## src/rtl/pipe_pkg.sv

```systemverilog
// Shared definitions for the elastic pipeline stages: bundle widths,
// control/payload field offsets and the stage occupancy state.
package pipe_pkg;

    // Control bundle {RegWrite, MemtoReg, MemWrite, Branch, ALUControl[3:0], ALUSrc, ALUSrc_shamt, RegDst}
    localparam int PIPE_CTRL_W       = 11;
    localparam int ALU_CTRL_W        = 4;
    localparam int CTRL_REGWRITE     = 10;
    localparam int CTRL_MEMTOREG     = 9;
    localparam int CTRL_MEMWRITE     = 8;
    localparam int CTRL_BRANCH       = 7;
    localparam int CTRL_ALUCTRL_LSB  = 3;
    localparam int CTRL_ALUSRC       = 2;
    localparam int CTRL_ALUSRC_SHAMT = 1;
    localparam int CTRL_REGDST       = 0;

    // Payload {RD1, RD2, SignImm, PCplus4, Rt, Rd, shamt}
    localparam int PIPE_DATA_W      = 143;
    localparam int DATA_RD1_LSB     = 111;
    localparam int DATA_RD2_LSB     = 79;
    localparam int DATA_SIGNIMM_LSB = 47;
    localparam int DATA_PCPLUS4_LSB = 15;
    localparam int DATA_RT_LSB      = 10;
    localparam int DATA_RD_LSB      = 5;
    localparam int DATA_SHAMT_LSB   = 0;

    localparam int PIPE_CNT_W = 16;

    // Occupancy of a two-entry elastic stage
    typedef enum logic [1:0] {
        EMPTY = 2'd0,
        ONE   = 2'd1,
        FULL  = 2'd2
    } stage_state_e;

endpackage

```

## src/rtl/id_ex_elastic_if.sv

```systemverilog
// Valid/ready stream carrying one decoded instruction (control + payload).
interface id_ex_elastic_if #(
    parameter int CTRL_W = 11,
    parameter int DATA_W = 143
);
    logic              valid;
    logic              ready;
    logic [CTRL_W-1:0] ctrl;
    logic [DATA_W-1:0] data;

    modport master (output valid, output ctrl, output data, input ready);
    modport slave  (input valid, input ctrl, input data, output ready);
endinterface

```

## src/rtl/id_ex_elastic_sat_counter.sv

```systemverilog
// Saturating up-counter with synchronous clear; holds at all-ones.
module sat_counter #(
    parameter int CNT_W = 16
) (
    input  logic             CLOCK,
    input  logic             clr,
    input  logic             inc,
    output logic [CNT_W-1:0] count
);
    localparam logic [CNT_W-1:0] CNT_MAX = {CNT_W{1'b1}};

    logic [CNT_W-1:0] count_r;

    // Count requested cycles, stopping at the maximum value
    always_ff @(posedge CLOCK) begin
        if (clr) begin
            count_r <= {CNT_W{1'b0}};
        end else if (inc && (count_r != CNT_MAX)) begin
            count_r <= count_r + CNT_W'(1);
        end else begin
            count_r <= count_r;
        end
    end

    assign count = count_r;
endmodule

```

## src/rtl/id_ex_elastic.sv

```systemverilog
// Elastic ID/EX stage: main register drives EX, skid register absorbs the
// one instruction that may arrive while EX stalls, so nothing is lost.
module id_ex_elastic
    import pipe_pkg::*;
#(
    parameter int CTRL_W = PIPE_CTRL_W,
    parameter int DATA_W = PIPE_DATA_W,
    parameter int CNT_W  = PIPE_CNT_W
) (
    input  logic                CLOCK,
    input  logic                RESET,
    id_ex_elastic_if.slave      in_bus,
    id_ex_elastic_if.master     out_bus,
    input  logic                flush,
    output logic [1:0]          occupancy,
    output logic [CNT_W-1:0]    stall_cnt
);
    stage_state_e      state_r;
    logic [CTRL_W-1:0] main_ctrl_r;
    logic [DATA_W-1:0] main_data_r;
    logic [CTRL_W-1:0] skid_ctrl_r;
    logic [DATA_W-1:0] skid_data_r;
    logic              out_valid_r;
    logic              in_ready_r;
    logic [1:0]        occupancy_r;

    logic accept_s;
    logic release_s;
    logic stall_s;

    // in_ready is a register, so accept never depends combinationally on out_ready
    assign accept_s  = in_bus.valid & in_ready_r;
    assign release_s = out_valid_r & out_bus.ready;
    assign stall_s   = out_valid_r & ~out_bus.ready;

    // Occupancy FSM and datapath; main_ctrl is zeroed whenever the stage empties
    // so a bubble never carries live control bits into EX
    always_ff @(posedge CLOCK) begin
        if (RESET) begin
            state_r     <= EMPTY;
            main_ctrl_r <= {CTRL_W{1'b0}};
            main_data_r <= {DATA_W{1'b0}};
            skid_ctrl_r <= {CTRL_W{1'b0}};
            skid_data_r <= {DATA_W{1'b0}};
            out_valid_r <= 1'b0;
            in_ready_r  <= 1'b1;
            occupancy_r <= 2'd0;
        end else if (flush) begin
            // Any release this cycle already completed; any accept is dropped
            state_r     <= EMPTY;
            main_ctrl_r <= {CTRL_W{1'b0}};
            out_valid_r <= 1'b0;
            in_ready_r  <= 1'b1;
            occupancy_r <= 2'd0;
        end else begin
            case (state_r)
                EMPTY: begin
                    if (accept_s) begin
                        state_r     <= ONE;
                        main_ctrl_r <= in_bus.ctrl;
                        main_data_r <= in_bus.data;
                        out_valid_r <= 1'b1;
                        occupancy_r <= 2'd1;
                    end else begin
                        state_r <= EMPTY;
                    end
                end
                ONE: begin
                    if (accept_s && release_s) begin
                        main_ctrl_r <= in_bus.ctrl;
                        main_data_r <= in_bus.data;
                    end else if (accept_s) begin
                        state_r     <= FULL;
                        skid_ctrl_r <= in_bus.ctrl;
                        skid_data_r <= in_bus.data;
                        in_ready_r  <= 1'b0;
                        occupancy_r <= 2'd2;
                    end else if (release_s) begin
                        state_r     <= EMPTY;
                        main_ctrl_r <= {CTRL_W{1'b0}};
                        out_valid_r <= 1'b0;
                        occupancy_r <= 2'd0;
                    end else begin
                        state_r <= ONE;
                    end
                end
                FULL: begin
                    if (release_s) begin
                        state_r     <= ONE;
                        main_ctrl_r <= skid_ctrl_r;
                        main_data_r <= skid_data_r;
                        in_ready_r  <= 1'b1;
                        occupancy_r <= 2'd1;
                    end else begin
                        state_r <= FULL;
                    end
                end
                default: begin
                    state_r     <= EMPTY;
                    main_ctrl_r <= {CTRL_W{1'b0}};
                    out_valid_r <= 1'b0;
                    in_ready_r  <= 1'b1;
                    occupancy_r <= 2'd0;
                end
            endcase
        end
    end

    sat_counter #(.CNT_W(CNT_W)) u_stall_cnt (
        .CLOCK (CLOCK),
        .clr   (RESET),
        .inc   (stall_s),
        .count (stall_cnt)
    );

    assign in_bus.ready  = in_ready_r;
    assign out_bus.valid = out_valid_r;
    assign out_bus.ctrl  = main_ctrl_r;
    assign out_bus.data  = main_data_r;
    assign occupancy     = occupancy_r;
endmodule

```

## src/flat_wrapper.sv

```systemverilog
// flat-port wrapper written by rule: the top's interface ports become plain ports
module id_ex_elastic_flat import pipe_pkg::*;
#(
    parameter int CTRL_W = PIPE_CTRL_W,
    parameter int DATA_W = PIPE_DATA_W,
    parameter int CNT_W  = PIPE_CNT_W
)
  (CLOCK, RESET, flush, occupancy, stall_cnt, in_bus_valid, in_bus_ctrl, in_bus_data, in_bus_ready, out_bus_valid, out_bus_ctrl, out_bus_data, out_bus_ready);
  id_ex_elastic_if #(.CTRL_W(CTRL_W), .DATA_W(DATA_W)) in_bus_i ();
  id_ex_elastic_if #(.CTRL_W(CTRL_W), .DATA_W(DATA_W)) out_bus_i ();
  input  logic CLOCK;
  input  logic RESET;
  input  logic flush;
  output logic [1:0] occupancy;
  output logic [CNT_W-1:0] stall_cnt;
  input wire logic [$bits(in_bus_i.valid)-1:0] in_bus_valid;
  input wire logic [$bits(in_bus_i.ctrl)-1:0] in_bus_ctrl;
  input wire logic [$bits(in_bus_i.data)-1:0] in_bus_data;
  output wire logic [$bits(in_bus_i.ready)-1:0] in_bus_ready;
  output wire logic [$bits(out_bus_i.valid)-1:0] out_bus_valid;
  output wire logic [$bits(out_bus_i.ctrl)-1:0] out_bus_ctrl;
  output wire logic [$bits(out_bus_i.data)-1:0] out_bus_data;
  input wire logic [$bits(out_bus_i.ready)-1:0] out_bus_ready;
  assign in_bus_i.valid = in_bus_valid;
  assign in_bus_i.ctrl = in_bus_ctrl;
  assign in_bus_i.data = in_bus_data;
  assign in_bus_ready = in_bus_i.ready;
  assign out_bus_valid = out_bus_i.valid;
  assign out_bus_ctrl = out_bus_i.ctrl;
  assign out_bus_data = out_bus_i.data;
  assign out_bus_i.ready = out_bus_ready;
  id_ex_elastic #(.CTRL_W(CTRL_W), .DATA_W(DATA_W), .CNT_W(CNT_W)) u_core (.CLOCK(CLOCK), .RESET(RESET), .in_bus(in_bus_i), .out_bus(out_bus_i), .flush(flush), .occupancy(occupancy), .stall_cnt(stall_cnt));
endmodule
```

## config.mk

```make
export PLATFORM = sky130hd
export DESIGN_NAME = id_ex_elastic_flat
export DESIGN_NICKNAME = d
export VERILOG_FILES = /design/src/rtl/pipe_pkg.sv /design/src/rtl/id_ex_elastic_if.sv /design/src/rtl/id_ex_elastic_sat_counter.sv /design/src/rtl/id_ex_elastic.sv /design/src/flat_wrapper.sv
export SDC_FILE = /design/constraint.sdc
export NUM_CORES = 1
export LEC_CHECK = 0
export CAP_MARGIN = 20
export CORE_ASPECT_RATIO = 2
export CORE_MARGIN = 3
export CORE_UTILIZATION = 40
export CTS_CLUSTER_SIZE = 10
export DETAILED_ROUTE_END_ITERATION = 10
export PLACE_DENSITY = 0.65
export SYNTH_ARGS = -nofsm -noshare
export SYNTH_HDL_FRONTEND = slang
export SYNTH_SLANG_ARGS = --single-unit
```

## constraint.sdc

```tcl
create_clock -name CLOCK -period 4.3 [get_ports CLOCK]
set_input_delay 0.645 -clock CLOCK [delete_from_list [all_inputs] [get_ports CLOCK]]
set_output_delay 0.645 -clock CLOCK [all_outputs]
set_load 0.01 [all_outputs]
```

# Word level (Yosys, flattened, before mapping)
# Index checks and enable logic that the tools add are counted.
[classes]
addsub = 1
n_mux = 31
n_eq_ne = 13
reduce_logical = 11
bitwise_logic = 8
[ops]
columns = ["cell", "count"]
rows = [
  ["$mux 143", 3],
  ["$pmux 143 s3", 1],
  ["$mux 11", 5],
  ["$pmux 11 s3", 1],
  ["$add 16x1->16 const B", 1],
  ["$mux 2", 8],
  ["$ne 16x16->1 const B", 1],
  ["$reduce_and 4->1", 4],
  ["$pmux 2 s3", 2],
  ["$ne 2x1->1 const B", 5],
  ["$reduce_and 5->1", 2],
  ["$mux 1", 9],
  ["$ne 3x1->1 const B", 2],
  ["$pmux 1 s3", 2],
  ["$not 1->1", 5],
  ["$ne 2x2->1 const B", 2],
  ["$and 1x1->1", 3],
  ["$ne 3x3->1 const B", 1],
  ["$reduce_bool 3->1", 1],
  ["$eq 2x1->1 const B", 1],
  ["$eq 2x2->1 const B", 1],
  ["$logic_and 1x1->1", 2],
  ["$logic_not 2->1", 1],
  ["$reduce_or 2->1", 1],
]
[word_totals]
register_bits = 330
out_inout_bits = 174
wordCells = 73
inputBits = 159

# Longest topological paths before layout
# Gate-level depths: netlist of run 1.
[depth]
depth_word = 5
mapped_depth = 8

# Cells and area by module
# A second synthesis of run 1 with hierarchy kept.
[hier_totals]
cells_unflattened = 1527
hier_area_um2 = 13691.9
[by_module_without_submodules]
columns = ["mod", "cells_each", "area_each_um2", "n_inst"]
rows = [
  ["id_ex_elastic", 1428, 12843.6, 1],
  ["sat_counter", 99, 848.3, 1],
]

# Worst setup path after synthesis of run 1
# Ideal clock, no wire load.
[synth_timing]
path_type = "in2reg"
startpoint = "input out_bus_ready"
endpoint = "register u_core.u_stall_cnt.count_r[13] (netlist: u_core.u_stall_cnt.count[13])"
required_ns = 4.230
path_buffers = 0
setup_ns = 0.070
arrival_time_ns = 2.003
setup_slack_ns = 2.227
cell_stages = 4
cell_sequence = "nand2b_2 > or4_4 > or4_1 > a21oi_1"
[synth_between]
elab_chain_len = 3
[synth_lines]
columns = ["element", "line_no", "source"]
rows = [
  ["start: declaration", "flat_wrapper.sv:23", "input wire logic [$bits(out_bus_i.ready)-1:0] out_bus_ready;"],
  ["$not 1->1", "id_ex_elastic.sv:34", "assign stall_s = out_valid_r & ~out_bus.ready;"],
  ["$and 1x1->1", "id_ex_elastic.sv:34", ""],
  ["$logic_and 1x1->1", "id_ex_elastic_sat_counter.sv:18", "end else if (inc && (count_r != CNT_MAX)) begin"],
  ["end signal: assignment", "id_ex_elastic_sat_counter.sv:17", "count_r <= {CNT_W{1'b0}};"],
  ["end signal: assignment", "id_ex_elastic_sat_counter.sv:19", "count_r <= count_r + CNT_W'(1);"],
  ["end signal: assignment", "id_ex_elastic_sat_counter.sv:21", "count_r <= count_r;"],
  ["end: declaration", "id_ex_elastic_sat_counter.sv:12", "logic [CNT_W-1:0] count_r;"],
]
# No other way between the ends.
# A chain may end at the register's enable or synchronous reset.

# Worst setup path after layout of run 1
[layout_timing]
startpoint = "input out_bus_ready"
endpoint = "register u_core.main_data_r[89] (netlist: u_core.out_bus.data[89])"
[layout_between]
elab_chain_len = 4
[layout_lines]
columns = ["element", "line_no", "source"]
rows = [
  ["$and 1x1->1 (*)", "id_ex_elastic.sv:33", "assign release_s = out_valid_r & out_bus.ready;"],
  ["$logic_and 1x1->1", "id_ex_elastic.sv:69", "if (accept_s && release_s) begin"],
  ["$ne 2x1->1 (no line)", "n/a", ""],
  ["$reduce_and 5->1 (no line) (*)", "n/a", ""],
  ["end signal: assignment", "id_ex_elastic.sv:42", "main_data_r <= {DATA_W{1'b0}};"],
  ["end signal: assignment", "id_ex_elastic.sv:71", "main_data_r <= in_bus.data;"],
  ["end signal: assignment", "id_ex_elastic.sv:91", "main_data_r <= skid_data_r;"],
  ["end: declaration", "id_ex_elastic.sv:20", "logic [DATA_W-1:0] main_data_r;"],
]
# Every way passes the cells marked *; elsewhere a longest branch is shown, timed or not.

==> results of run 1 <==
-- flip-flops by register name, summed over array words and instances, names as in the netlist --
register / cells
u_core.skid_ctrl_r: 11
u_core.out_bus.data: 143
u_core.out_bus.ctrl: 11
u_core.out_bus.valid: 1
u_core.in_bus.ready: 1
u_core.u_stall_cnt.count: 16
u_core.state_r: 2
u_core.occupancy: 2
u_core.skid_data_r: 143
-- how the worst min path moves through the flow --
stage	startpoint	endpoint
final	u_core.skid_data_r[77]$_SDFFE_PP0P_	u_core.skid_data_r[77]$_SDFFE_PP0P_
after global routing	u_core.skid_data_r[73]$_SDFFE_PP0P_	u_core.skid_data_r[73]$_SDFFE_PP0P_
after CTS	u_core.skid_data_r[0]$_SDFFE_PP0P_	u_core.skid_data_r[0]$_SDFFE_PP0P_
after detailed placement	u_core.skid_data_r[0]$_SDFFE_PP0P_	u_core.skid_data_r[0]$_SDFFE_PP0P_
after global placement	u_core.skid_data_r[29]$_SDFFE_PP0P_	u_core.skid_data_r[29]$_SDFFE_PP0P_
after floorplan	u_core.skid_data_r[0]$_SDFFE_PP0P_	u_core.skid_data_r[0]$_SDFFE_PP0P_
-- worst max-delay path, stage by stage --
cell	delay, ns
clkdlybuf4s50_1	0.59
a21boi_1	0.26
o22ai_4	0.42
buf_12	0.49
a21oi_1	0.15
a311oi_1	0.30
-- area by class of cell --
type	instances	area [um^2]	area share
Inverter	4	22.5	0.00125
Timing Repair Buffer	345	3510	0.195
Antenna cell	12	30.0	0.00167
Tap cell	432	541	0.0301
Clock buffer	39	976	0.0543
Sequential cell	330	6610	0.368
Multi-Input combinational cell	1039	6280	0.349
Clock inverter	1	8.76	0.000487
-- metrics by stage --
stage | setup slack, ns | power, W | utilization | instances | hold slack, ns
CTS | 1.72 | 0.00705 | 0.541 | 2190 | 0.453
detailed placement | 1.24 | 0.00424 | 0.511 | 2150 | 0.446
floorplan | 2.23 | 0.00375 | - | 1532 | 0.436
global placement | 1.29 | 0.00423 | 0.511 | 2150 | 0.440
finish | 1.75 | 0.00696 | 0.542 | 2202 | 0.451
global route | 1.54 | 0.00724 | 0.542 | 2198 | 0.467
-- where the power goes --
part           leakage [nW]  internal (W)  total [W]  switching [W]
Sequential             2.69       0.00319    0.00326      0.0000738
Combinational          3.63      0.000461   0.000916       0.000456
Clock                 0.485       0.00159    0.00278        0.00119
Total                  6.81       0.00524    0.00696        0.00172
-- per-layer routing --
metal  vias to the layer above  global-route usage  part of all wire
met1                      5568               0.248              0.39
met3                        80              0.0561             0.065
li1                       5994                   -                 -
met5                         -                   0            0.0011
met2                       369               0.368              0.51
met4                         6              0.0993             0.036
-- cell families after synthesis --
group	count (synthesis)	share of synthesized area
and+or+nand+nor	371	0.114
DFF	330	0.489
adders and majority gates	1	0.000926
buffers and inverters	163	0.0492
muxes	144	0.107
xor gates and xnor gates	1	0.000648
AOI/OAI and AO/OA	522	0.240
-- cells in the mapped netlist (all sizes together) --
master	n	area [um^2]
nor2b	2	12.5
a2111o	1	11.3
o41ai	1	8.76
xor2	1	8.76
o22ai	1	12.5
and3b	2	17.5
mux2i	144	1440
a311oi	143	1250
nand2	317	1190
a22oi	11	82.6
nand3	6	30.0
dfxtp	330	6610
o22a	2	17.5
o31ai	9	67.6
and4	4	35.0
clkbuf	120	450
ha	1	12.5
or2	1	6.26
o21bai	2	15.0
inv	4	15.0
and3	1	6.26
a21oi	331	1660
a21bo	1	10.0
or3	4	25.0
a21boi	1	7.51
and2	1	6.26
nand2b	4	27.5
o311ai	1	8.76
nor2	6	22.5
o21ai	16	80.1
or4	10	78.8
a31oi	1	6.26
nand3b	3	22.5
nand4	5	31.3
buf	39	200
a21o	1	7.51
nor3	5	25.0
==> results.tsv, run 1 <==
metric	value	unit
DR WL/cell	18.5	um
Setup crit end kind	flop	
TritonCTS clock tree	done	
Cell Area, Placed	0.0170	mm^2
Overflow after GRT	0	
worst relative slew slack	0.309	
peak supply drop	0.289	mV
via density per instance	5.46	
fin. max-slew vios	0	
Initial Util	0.407	
htree depth	2	
All-Layer GR Usage	0.215	
Leak	6.81	nW
largest net degree at the start of global routing	211	
Post CTS Setup Buffer Count	0	
Yosys warnings	0	
period utilization	0.593	
RSZ-0062 raised after global routing	no	
share of cells above drive strength 1	0.0353	
residual DRC count	0	
min Tclk post-route	2.55	ns
f_max	392	MHz
min-delay worst type	reg2reg	
cell row count	94	
setup total negative slack	0	ns
worst slew pin tran	1.04	ns
r2r setup slk	1.76	ns
Clock Sinks	330	
flops & latches, synth	330	
register area share after synthesis	0.489	
type of origin of the critical path	input port	
launching point of the worst reg2reg path	u_core.state_r[1]$_SDFFE_PP0N_	
vias in the first global route	11500	
reg-to-reg endpoint	u_core.out_bus.data[89]$_SDFFE_PP0P_	
syn_nets	1692	
die height	266	um
Mapped Avg Cell Area	8.82	um^2
chip width	136	um
Layout area overhead	33.0	%
Vias	12000	
synthesized area	0.0135	mm^2
initial antenna violation count	15	
clk slew on worst S/H paths	0.05	ns
beginning of the critical path	out_bus_ready	
post-route ant nets	0	
Syn Inst Count	1532	
core area	0.0332	mm^2
global-route wire length before repair	63.3	mm
clk_skew	0.0161	ns
worst setup path end	u_core.out_bus.data[89]$_SDFFE_PP0P_	
Num CTS Buffers	38	
DRT Wirelength	40.7	mm
run status	finished clean	
Root Driver	clkbuf_16	
PwrDens	387	mW/mm^2
DRT Pass-1 Iters	5	
nets	1918	
post-cts gate resize count	0	
Worst Reg-to-Reg Cells	5	
Worst Path Max Fanout	135	
post-route cell area	0.0180	mm^2
CP Data Arrival Time	2.96	ns
placed wire-length estimate	25.5	mm
max_cap viols	0	
RePlAce Congestion	0.771	
leading cell types in the layout, fill and taps excluded	331 x a21oi_1, 331 x clkdlybuf4s50_1, 330 x dfxtp_1	
CP Data Required Time	4.71	ns
hold depth	2	
setup violators final	0	
worst-case clock buffer depth	3	
num ports	333	
crit path kind	in2reg	
hold_buf cts	0	
IO buf count	332	
Synth cell types	43	
Hold Fails Final Rpt	0	
worst skew pair latency	0.52	ns
die area	0.0362	mm^2
FILL cells	3033	
initial drt markers	709	
Note: power is estimated with default switching activity, not from simulation.
==> inputs of run 2 (changes only) <==
clock period = 2.5 ns   (was 4.3 ns; I/O delays follow)
==> run 2 against run 1 <==
  * Worst hold slack worse by 0.31 ns
  * Combinational power up 80%
  * Critical path depth down 1
  * Via count up 1.4%
  * Sequential power up 72%
  * Sequential cell count unchanged
  * Cell count up 1.1%
  * Die area unchanged
  * Power up 73%
  * Clock power up 72%
  * Routed wire length up 0.87%
==> results.tsv, run 2 (synthesis gave the netlist of run 1 again) <==
metric	value	unit	change
hold depth	2		unchanged
RSZ-0062 raised after global routing	no		unchanged
Clk pwr share	0.397		was 0.400
worst slew pin tran	1.01	ns	was 1.04 ns
residual DRC count	0		unchanged
Final Instance Count excl. Fillers	2227		was 2,202
vias in the first global route	11700		was 11,500
max_cap viols	0		unchanged
peak supply drop	0.505	mV	was 0.289 mV
clk slew on worst S/H paths	0.05	ns	about the same
internal power	0.00908	W	was 0.00524 W
nets	1943		was 1,918
Vias	12200		was 12,000
largest net degree at the start of global routing	207		was 211
DRT Pass-1 Iters	5		unchanged
worst skew pair latency	0.52	ns	about the same
NetSw	0.00296	W	was 0.00172 W
share of cells above drive strength 1	0.0493		was 0.0353
cell row count	94		unchanged
fin. max-slew vios	0		unchanged
clk_skew	0.0107	ns	was 0.0161 ns
min Tclk post-route	2.06	ns	
max incr delay on CP	0.59	ns	about the same
FILL cells	3087		was 3,033
run status	finished clean		unchanged
die height	266	um	unchanged
setup violators final	0		unchanged
Net Sw Frac	0.246		was 0.247
CP Data Arrival Time	2.51	ns	was 2.96 ns
initial drt markers	769		was 709
chip width	136	um	unchanged
placed cell count	2175		was 2,150
Cell Area, Placed	0.0174	mm^2	was 0.0170 mm^2
Worst Reg-to-Reg Cells	5		unchanged
Comb pwr share	0.137		was 0.132
Post CTS Setup Buffer Count	0		unchanged
All-Layer GR Usage	0.217		was 0.215
TritonCTS clock tree	done		unchanged
Layout area overhead	36.1	%	was 33.0%
Overflow after GRT	0		unchanged
WHS	0.138	ns	was 0.451 ns
initial antenna violation count	14		was 15
DRT Wirelength	41.1	mm	was 40.7 mm
Root Driver	clkbuf_16		unchanged
type of origin of the critical path	flop		was input port
Leak	7.02	nW	was 6.81 nW
largest delay contributor family on the critical path	simple AND/OR/NAND/NOR gates		was compound AO/OA/AOI/OAI gates
Num CTS Buffers	38		unchanged
min-delay worst type	in2reg		was reg2reg
via density per instance	5.47		was 5.46
CP Cell Sequence	ha_1 -> and4_1 -> and4_1 -> or4_1 -> a21oi_1		was clkdlybuf4s50_1 -> a21boi_1 -> o22ai_4 -> buf_12 -> a21oi_1 -> a311oi_1
Initial Util	0.407		unchanged
CP most frequent cell	and4_1		
DR WL/cell	18.4	um	was 18.5 um
Critical-path top delay cell	or4_1		was clkdlybuf4s50_1
htree depth	2		unchanged
CP Data Required Time	2.95	ns	was 4.71 ns
critical path depth	5		was 6
IO buf count	332		unchanged
worst relative slew slack	0.324		was 0.309
Hold Fails Final Rpt	0		unchanged
worst path bufs/invs	0		was 2
post-route cell area	0.0184	mm^2	was 0.0180 mm^2
post-route ant nets	0		unchanged
crit path kind	reg2reg		was in2reg
PwrDens	655	mW/mm^2	was 387 mW/mm^2
hold_buf cts	0		unchanged
global-route wire length before repair	63.5	mm	was 63.3 mm
Clock Sinks	330		unchanged
f_max	486	MHz	
post-cts gate resize count	0		unchanged
placed wire-length estimate	27.0	mm	was 25.5 mm
Worst Path Max Fanout	24		was 135
num ports	333		unchanged
period utilization	0.823		
setup total negative slack	0	ns	unchanged
worst-case clock buffer depth	3		unchanged
die area	0.0362	mm^2	unchanged
leading cell types in the layout, fill and taps excluded	331 x a21oi_1, 331 x clkdlybuf4s50_1, 330 x dfxtp_1		unchanged
core area	0.0332	mm^2	unchanged
RePlAce Congestion	0.837		was 0.771
sequential power share	0.466		was 0.468
Setup crit end kind	flop		unchanged
[run 2: cell count changes in the layout (fill, tap and decap cells not counted)]
cell	before	now
buf_12	7	24
buf_4	6	14
clkinv_8	0	2
diode_2	12	11
inv_6	1	0
[run 2: metal layers]
layer,global-route usage,share of wire
met1,0.248,0.38
met5,0,0.00054
met4,0.103,0.042
met2,0.372,0.51
met3,0.0569,0.070
[run 2: metrics by stage]
step	setup slack (ns)	utilization	power, W
2_1_floorplan	0.662	-	0.00645
3_3_place_gp	0.156	0.523	0.00735
3_5_place_dp	0.134	0.523	0.00738
4_1_cts	0.432	0.554	0.0122
5_1_grt	0.311	0.554	0.0125
6_report	0.441	0.555	0.0120
[run 2: path summary, 6_finish.rpt]
| check | endpoint | start | slack, ns |
|---|---|---|---|
| worst min-delay path | u_core.skid_data_r[26]$_SDFFE_PP0P_ | RESET | 0.14 |
| worst max-delay path | u_core.u_stall_cnt.count[9]$_SDFFE_PP0P_ | u_core.u_stall_cnt.count[0]$_SDFFE_PP0P_ | 0.44 |
| worst min register to register | u_core.skid_data_r[44]$_SDFFE_PP0P_ | u_core.skid_data_r[44]$_SDFFE_PP0P_ | 0.45 |
| worst max register to register | u_core.u_stall_cnt.count[9]$_SDFFE_PP0P_ | u_core.u_stall_cnt.count[0]$_SDFFE_PP0P_ | 0.44 |
[run 2: power by group through the flow]
| stage | registers, W | clock network, W | logic [W] |
|---|---|---|---|
| 2_1_floorplan | 0.00578 | 0 | 0.000675 |
| 5_1_grt | 0.00563 | 0.00512 | 0.00178 |
| 3_3_place_gp | 0.00572 | 0 | 0.00163 |
| 3_5_place_dp | 0.00572 | 0 | 0.00165 |
| 6_report | 0.00561 | 0.00478 | 0.00165 |
| 4_1_cts | 0.00561 | 0.00494 | 0.00166 |
[run 2: layout make-up]
cell class,count,area (um^2),area share
multi-input combinational,1039,6280,0.341
timing repair buffer,370,3910,0.213
tap,432,541,0.0294
clock inverter,2,32.5,0.00177
sequential,330,6610,0.359
antenna,11,27.5,0.00150
clock buffer,39,976,0.0531
inverter,4,22.5,0.00122
==> inputs of run 3 (changes only) <==
PLACE_DENSITY = 0.68   (was 0.65)
clock period = 1.8 ns   (was 2.5 ns; I/O delays follow)
==> run 3 against run 2 <==
  * The flow now finishes with violations (negative setup slack)
  * Worst setup slack lost 0.52 ns
  * Clock power is 40% higher
  * Power up 41%
  * Largest power group unchanged
==> results.tsv, run 3 (synthesis gave the netlist of run 1 again) <==
metric	value	unit	change
peak supply drop	0.649	mV	was 0.505 mV
clk slew on worst S/H paths	0.06	ns	was 0.05 ns
WHS	0.0620	ns	was 0.138 ns
Layout area overhead	42.5	%	was 36.1%
All-Layer GR Usage	0.223		was 0.217
period utilization	1.05		was 0.823
min-delay worst type	in2reg		unchanged
Leak	7.62	nW	was 7.02 nW
nets	2020		was 1,943
worst skew pair latency	0.53	ns	was 0.52 ns
met3 GRT Util	0.0552		was 0.0569
residual DRC count	0		unchanged
Initial Util	0.407		unchanged
DRT Wirelength	43.4	mm	was 41.1 mm
die height	266	um	unchanged
met1 Usage GRT	0.241		was 0.248
worst relative slew slack	0.656		was 0.324
share of cells above drive strength 1	0.0972		was 0.0493
Vias	12800		was 12,200
num ports	333		unchanged
leading cell types in the layout, fill and taps excluded	328 x a21oi_1, 326 x dfxtp_1, 317 x nand2_1		was 331 x a21oi_1, 331 x clkdlybuf4s50_1, 330 x dfxtp_1
chip width	136	um	unchanged
initial drt markers	685		was 769
largest net degree at the start of global routing	88		was 207
htree depth	2		unchanged
Setup crit end kind	flop		unchanged
RePlAce Congestion	0.858		was 0.837
Multi-input gate area	0.00633	mm^2	was 0.00628 mm^2
RSZ-0062 raised after global routing	yes		was no
die area	0.0362	mm^2	unchanged
failing checks	negative setup slack		
Clock Sinks	330		unchanged
placed wire-length estimate	28.8	mm	was 27.0 mm
type of origin of the critical path	flop		unchanged
core area	0.0332	mm^2	unchanged
worst slew pin tran	0.516	ns	was 1.01 ns
max_cap viols	0		unchanged
clk_skew	0.0234	ns	was 0.0107 ns
min Tclk post-route	1.88	ns	was 2.06 ns
cell row count	94		unchanged
fin. max-slew vios	0		unchanged
global-route wire length before repair	65.2	mm	was 63.5 mm
TritonCTS clock tree	done		unchanged
worst-case clock buffer depth	3		unchanged
IO buf count	332		unchanged
Num CTS Buffers	39		was 38
GRT busiest layer	met2		unchanged
Overflow after GRT	0		unchanged
Final Instance Count excl. Fillers	2303		was 2,227
Setup WS post-layout	-0.0818	ns	was 0.441 ns
DR WL/cell	18.8	um	was 18.4 um
FILL cells	2946		was 3,087
M2 GR Usage	0.396		was 0.372
Hold Fails Final Rpt	0		unchanged
crit path kind	reg2reg		unchanged
CP Data Required Time	2.26	ns	was 2.95 ns
initial antenna violation count	17		was 14
PwrDens	882	mW/mm^2	was 655 mW/mm^2
DRT Pass-1 Iters	5		unchanged
Root Driver	clkbuf_16		unchanged
f_max	531	MHz	was 486 MHz
setup total negative slack	-0.110	ns	was 0 ns
Seq. cell area	0.00661	mm^2	about the same
placed cell count	2240		was 2,175
vias in the first global route	12200		was 11,700
most common cell after layout, fill and taps aside	a21oi_1		
via density per instance	5.55		was 5.47
Worst Path Max Fanout	5		was 24
run status	finished with violations		was finished clean
CP Data Arrival Time	2.34	ns	was 2.51 ns
post-route ant nets	0		unchanged
setup violators final	3		was 0
## run 3: final timing paths
check | slack [ns] | cells after the start | endpoint | startpoint
worst max-delay path | -0.08 | 4 | u_core.u_stall_cnt.count[15]$_SDFFE_PP0P_ | u_core.u_stall_cnt.count[0]$_SDFFE_PP0P_
worst min-delay path | 0.06 | 2 | u_core.u_stall_cnt.count[15]$_SDFFE_PP0P_ | RESET
worst max register to register | -0.08 | 4 | u_core.u_stall_cnt.count[15]$_SDFFE_PP0P_ | u_core.u_stall_cnt.count[0]$_SDFFE_PP0P_
worst min register to register | 0.45 | 2 | u_core.skid_data_r[9]$_SDFFE_PP0P_ | u_core.skid_data_r[9]$_SDFFE_PP0P_
## run 3: through the flow
| step | worst slack (ns) | power (W) | util | cell area (um^2) |
|---|---|---|---|---|
| 6_report | -0.0818 | 0.0170 | 0.581 | 19300 |
| 5_1_grt | -0.104 | 0.0176 | 0.581 | 19300 |
| 4_1_cts | -0.106 | 0.0170 | 0.572 | 19000 |
| 3_5_place_dp | -0.441 | 0.0104 | 0.541 | 17900 |
| 3_3_place_gp | -0.398 | 0.0103 | 0.541 | 17900 |
| 2_1_floorplan | 0.00189 | 0.00896 | - | 13500 |
## run 3: area by class of cell
type	count	share of cell area
antenna	9	0.00117
sequential	330	0.343
clock inverter	2	0.000910
timing repair buffer	446	0.246
inverter	4	0.00117
clock buffer	41	0.0511
tap	432	0.0281
multi-input combinational	1039	0.329
## run 3: timing repair
action,CTS,global route
buffers inserted,2,3
endpoints found under the setup margin,25,84
gates cloned,0,6
hold buffers,0,0
gates resized for setup,24,22
pin swaps,7,7
## run 3: routing by layer
layer  vias to the layer above  wire length, um
met2                       405            22500
met1                      6015            15600
met3                       133             2990
met5                         -               91
li1                       6212                -
met4                        14             2210
## run 3: report_power, final
| part | switching, W | total [W] | internal, W |
|---|---|---|---|
| clock network | 0.00284 | 0.00668 | 0.00384 |
| registers | 0.000182 | 0.00779 | 0.00761 |
| logic | 0.00118 | 0.00251 | 0.00132 |
## run 3: critical path, cell delays in order, from the launching register on
cell and delay [ns]:
dfxtp_4 0.36, nand4_1 0.23, or4_4 0.58, or4_4 0.53, a21oi_2 0.12
